[src/rtl/reg_scoreboard.sv]
// Register scoreboard and issue scheduler: per-register pending-write counters,
// source/WAW stall generation and a RUN/DRAIN/DONE drain sequencer.
module reg_scoreboard #(
  parameter int NREG = 32,
  parameter int AW   = 5,
  parameter int CW   = 2
) (
  input  logic            clk,
  input  logic            rst,
  input  logic            issue_valid,
  input  logic            issue_wen,
  input  logic [AW-1:0]   issue_rd,
  input  logic            read1_flag,
  input  logic [AW-1:0]   read1_address,
  input  logic            read2_flag,
  input  logic [AW-1:0]   read2_address,
  input  logic            wb_flag,
  input  logic [AW-1:0]   wb_address,
  input  logic            flush,
  input  logic            drain_req,
  output logic            stall,
  output logic            issue_fire,
  output logic            drain_done,
  output logic [AW+CW-1:0] inflight
);

  localparam int IW = AW + CW;
  localparam logic [CW-1:0] CNT_MAX = '1;

  typedef enum logic [1:0] {RUN, DRAIN, DONE} state_t;

  state_t          state_q, state_d;
  logic [CW-1:0]   cnt_q [NREG];
  logic [CW-1:0]   cnt_d [NREG];
  logic [IW-1:0]   inflight_q, inflight_d;

  logic hit1, hit2, hit_rd;
  logic pend1, pend2, src_stall, waw_full;
  logic inc_any, dec_any, inc, dec;

  always_comb begin
    hit1   = wb_flag && (wb_address == read1_address) && (read1_address != '0);
    hit2   = wb_flag && (wb_address == read2_address) && (read2_address != '0);
    hit_rd = wb_flag && (wb_address == issue_rd) && (issue_rd != '0);

    // A source is still busy unless its only pending write retires this cycle
    pend1 = (cnt_q[read1_address] != '0) && !(hit1 && cnt_q[read1_address] == CW'(1));
    pend2 = (cnt_q[read2_address] != '0) && !(hit2 && cnt_q[read2_address] == CW'(1));
    src_stall = (read1_flag && pend1) || (read2_flag && pend2);
    waw_full  = issue_wen && (issue_rd != '0) && (cnt_q[issue_rd] == CNT_MAX) && !hit_rd;

    stall      = !rst && issue_valid && (src_stall || waw_full || state_q != RUN);
    issue_fire = !rst && issue_valid && !stall;
    drain_done = (state_q == DONE);

    inc_any = issue_fire && issue_wen && (issue_rd != '0);
    dec_any = wb_flag && (wb_address != '0) && (cnt_q[wb_address] != '0);

    inc = 1'b0;
    dec = 1'b0;
    cnt_d[0] = '0;
    for (int r = 1; r < NREG; r++) begin
      inc = inc_any && (issue_rd == AW'(r));
      dec = dec_any && (wb_address == AW'(r));
      cnt_d[r] = cnt_q[r];
      if (flush)            cnt_d[r] = '0;
      else if (inc && !dec) cnt_d[r] = cnt_q[r] + CW'(1);
      else if (dec && !inc) cnt_d[r] = cnt_q[r] - CW'(1);
    end

    inflight_d = inflight_q;
    if (flush)                    inflight_d = '0;
    else if (inc_any && !dec_any) inflight_d = inflight_q + IW'(1);
    else if (dec_any && !inc_any) inflight_d = inflight_q - IW'(1);

    state_d = state_q;
    case (state_q)
      RUN:     if (drain_req) state_d = DRAIN;
      DRAIN:   if (inflight_d == '0) state_d = DONE;
      DONE:    state_d = RUN;
      default: state_d = RUN;
    endcase
  end

  always_ff @(posedge clk or posedge rst) begin
    if (rst) begin
      state_q    <= RUN;
      inflight_q <= '0;
      for (int r = 0; r < NREG; r++) cnt_q[r] <= '0;
    end else begin
      state_q    <= state_d;
      inflight_q <= inflight_d;
      for (int r = 0; r < NREG; r++) cnt_q[r] <= cnt_d[r];
    end
  end

  assign inflight = inflight_q;

endmodule
[config.mk]
export PLATFORM = sky130hd
export DESIGN_NAME = reg_scoreboard
export DESIGN_NICKNAME = d
export VERILOG_FILES = /design/src/rtl/reg_scoreboard.sv
export SDC_FILE = /design/constraint.sdc
export NUM_CORES = 1
export LEC_CHECK = 0
export ABC_AREA = 1
export CAP_MARGIN = 5
export CORE_MARGIN = 1.5
export CORE_UTILIZATION = 40
export DETAILED_ROUTE_END_ITERATION = 7
export GPL_TIMING_DRIVEN = 0
export PLACE_DENSITY = 0.59
export SLEW_MARGIN = 20
export SYNTH_ARGS = -nofsm -noshare
export SYNTH_HDL_FRONTEND = slang
export SYNTH_SLANG_ARGS = --single-unit
[constraint.sdc]
create_clock -name clk -period 2.95 [get_ports clk]
set_input_delay 0.295 -clock clk [delete_from_list [all_inputs] [get_ports clk]]
set_output_delay 0.295 -clock clk [all_outputs]
set_load 0.005 [all_outputs]
==> summary.txt <==
Run status
  – Outcome: finished, violations left
  – Violated checks: negative setup slack

Detailed routing
  – Drt via density: 6.060
  – DRC violations left: 0
  – WL per Instance: between 20 and 25 µm
  – Via Count: 9332
  – Routed Antenna Nets: 0
  – Pre-antenna DRT Iters: 6
  – Drt first-iter violations: between 1000 and 1500
  – Final wirelength: 37660 µm

Floorplan
  – Total die area: ~19000 µm²
  – Core area: 17360 µm²
  – # IOs: 39
  – Chip Width: roughly 140 µm
  – Row cnt: 48
  – Initial Util: around 40%
  – Die Y: 136.6 µm

Setup path
  – Reg2Reg Capture Point: cnt_q[57]$_DFFE_PP0P_
  – CP bufs+invs: 5
  – Startpoint Class: input port
  – Critical Path AT: 3.22 ns
  – Crit path capture type: register
  – Critical Path Source: read1_address[0]
  – Worst Path Required: 3.18 ns
  – Crit-path cells: buf_2 > inv_1 > clkbuf_2 > o21ai_0 > nand3_1 > nand3_1 > nand2_1 > nand2_1 > nand2_2 > nand3_1 > nand4_1 > buf_6 > nor2_4 > inv_4 > o21bai_1 > nand3_1 > nand3_1 > o21ai_0
  – Crit path max-delay cell type: o21ai_0
  – CP top delay family: simple AND/OR/NAND/NOR gates
  – Crit path top cell by count: nand3_1
  – R2R Setup Slk: -0.03 ns
  – FF-to-FF Start: cnt_q[49]$_DFFE_PP0P_
  – Setup CP Type: in2reg
  – CP max stage delay: 0.32 ns
  – Reg2reg path depth: 18
  – CP max FO: 10

Final layout
  – Commonest cells after routing, fill and taps aside: nand2_1 (331), nand3_1 (152), inv_1 (103), o21ai_0 (98), nor2_1 (80)
  – Area grow syn2layout: 27.58%
  – Fin nets: 1342
  – Ant diodes: 0
  – # fillers: ~1800
  – Commonest non-fill, non-tap cell in the layout: nand2_1
  – Reg area: between 1500 and 2000 µm²
  – Layout cells sized above 1: between 10% and 20%
  – Multi-input gate area: between 5000 and 6000 µm²
  – Design area: 9110 µm²

Logic synthesis
  – Synth Instances: ~1200
  – Post-synthesis xor/xnor area fraction: roughly 6%
  – Largest family of logic cells by synthesized area: simple AND/OR/NAND/NOR gates
  – Synth area leader: dfrtp_1
  – Register area share after synthesis: approximately a quarter
  – Syn Nets: between 1000 and 1500
  – Post-synthesis mux area share: 0.5607%
  – #FFs+latches synth: 71
  – FFs w/ async S/R, synth: 100.0%
  – Synth Area in Simple Gates: roughly two fifths
  – Compound-Gate Fraction of Synth Area: between 15 and 20%
  – Average size of a mapped cell: slightly below 6 µm²
  – EDFF count, synth: 0
  – Synth warn: 0
  – Ys flop type: dfrtp_1
  – Synth top area cells: dfrtp_1 (25%), nand2_1 (18%), nand3_1 (13%)
  – Post-Synth Adder-Cell Area: 0.3504%
  – Synth cell types: 36
  – Mapped Area: just over 7000 µm²
  – Yosys top cell area share: about 25%

STA
  – Worst-Margin Slew: approximately 1.2 ns
  – Tcrit/Tclk final: 101.6%
  – Min Tclk post-route: roughly 3 ns
  – Max Slew Vio Count: 0
  – Achievable Freq: between 0.3 and 0.4 GHz
  – Hold violation count in the final report: 0
  – Worst slew margin: a little over a fifth
  – Setup ws final: -0.04699 ns
  – Post-Route Skew: a little under 0.009 ns
  – RSZ-0062 raised after global routing: true
  – Setup TNS: -0.2295 ns
  – Final setup vio count: 9

Place
  – DPL Wire Length: about 27000 µm
  – DP Area: 7755 µm²
  – Placer Congestion: ~1.0
  – Port Buffers: 31

Pwr
  – Net Sw Frac: ~41%
  – Static Leak: approximately 0.0043 µW
  – Sw Pwr: 1743 µW
  – Combinational power share: 38.7%
  – Peak VDD IR: around 320 µV
  – Clock power share: 29.2%
  – P_int: around 2500 µW
  – Sequential Power Share: ~32%
  – Power Density: 465.3 nW/µm²

Min path
  – Hold Path Class: in2async

CTS
  – Clk slew on worst S/H paths: ~0.070 ns
  – Worst-Skew Late Latency: 0.36 ns
  – Clock Tree Buf Depth: 2
  – Htree depth: 3
  – CTS tree: yes
  – CTS root buf: clkbuf_16
  – Clk sink count: between 70 and 80
  – CTS Buf Count: 9

Flow run
  – Max-Cap Viols: 0

Global route
  – GR Util met1: between 50% and 60%
  – Largest net degree at the start of global routing: between 40 and 50
  – Total track usage: roughly two fifths
  – First-pass GRT wire length: between 50000 and 60000 µm
  – Vias in the first global route: around 8300
  – GRT busiest layer: met2
  – Initial antenna violation count: 1
  – Met2 usage: slightly below 60%
  – Congestion Overflow GR: 0
  – Routing usage on met3: under 10%
power by group through the flow:
stage	logic [µW]	registers [µW]	clock network, µW
4_1_cts	1480	1330	1240
6_report	1640	1360	1240
5_1_grt	1780	1380	1280
3_3_place_gp	1420	1340	0
2_1_floorplan	962	1280	0
3_5_place_dp	1430	1340	0
worst max path at each step:
stage | end | depth (start not counted)
5_1_grt | cnt_q[19]$_DFFE_PP0P_ | 24
4_1_cts | cnt_q[48]$_DFFE_PP0P_ | 21
3_3_place_gp | cnt_q[57]$_DFFE_PP0P_ | 16
2_1_floorplan | state_q[0]$_DFFE_PP0P_ | 22
3_5_place_dp | cnt_q[57]$_DFFE_PP0P_ | 16
6_report | cnt_q[57]$_DFFE_PP0P_ | 18
worst register-to-register path, cell delays in order (launching register included):
cell      delay, ns
dfrtp_2        0.44
buf_4          0.15
inv_1          0.07
nand2_1        0.05
nand3_1        0.08
nand3_1        0.10
nand3_1        0.12
nand3_1        0.09
nand2_1        0.16
a21oi_1        0.10
nor2_1         0.11
nand4_1        0.17
buf_6          0.19
nor2_4         0.24
inv_4          0.15
o21bai_1       0.20
nand3_1        0.16
nand3_1        0.16
o21ai_0        0.11
per-stage QoR:
step	power [µW]	hold WS (ns)	std cells	setup WS, ns	utilization, %
after detailed placement	2770	0.5130	1474	-1.676	44.68
after global routing	4439	0.4926	1540	-0.1983	52.49
after global placement	2763	0.5072	1473	-1.784	44.55
after floorplan	2242	0.4116	1217	0.5932	-
after CTS	4059	0.4350	1505	0.005208	48.69
final	4239	0.4117	1540	-0.04699	52.49
state kept, by name, indices dropped and copies added (netlist names):
signal and cells:
state_q 2, cnt_q 62, inflight 7
cells in the mapped netlist (10+ instances only):
cell and instances:
dfrtp_1 71, o22ai_1 14, o21ai_0 108, nor2_1 97, nand4_1 10, inv_1 131
nand2_1 350, buf_2 27, o21bai_1 16, clkbuf_1 17, nand3_1 184, a21oi_1 72
xor2_1 40
layout make-up:
type | instances | area share, %
multi-input cells | 955 | 55.27
flip-flops and latches | 71 | 19.74
repair buffers | 85 | 8.460
inverters | 139 | 6.222
plain buffers | 50 | 3.791
well taps | 225 | 3.090
clock buffers | 11 | 2.664
clock inverters | 4 | 0.7691
logic make-up after synthesis:
logic type | Yosys count
simple gates | 669
compound gates | 231
buf+inv | 191
flops | 71
xor+xnor | 49
mux | 4
fa+ha+maj | 2
what timing repair did:
action / in CTS / in global routing
gates resized for setup: 94 / 148
setup endpoints to repair: 73 / 66
buffers inserted: 17 / 33
hold buffers: 0 / 0
pin swaps: 6 / 14
cloned: 0 / 3
routing by layer:
| layer | vias to the layer above | routed length [µm] |
|---|---|---|
| li1 | 4174 | - |
| met1 | 4309 | 15120 |
| met2 | 691 | 15700 |
| met3 | 158 | 4746 |
| met4 | 0 | 2101 |
| met5 | - | 0 |
Power figures use the tool's default switching activity.
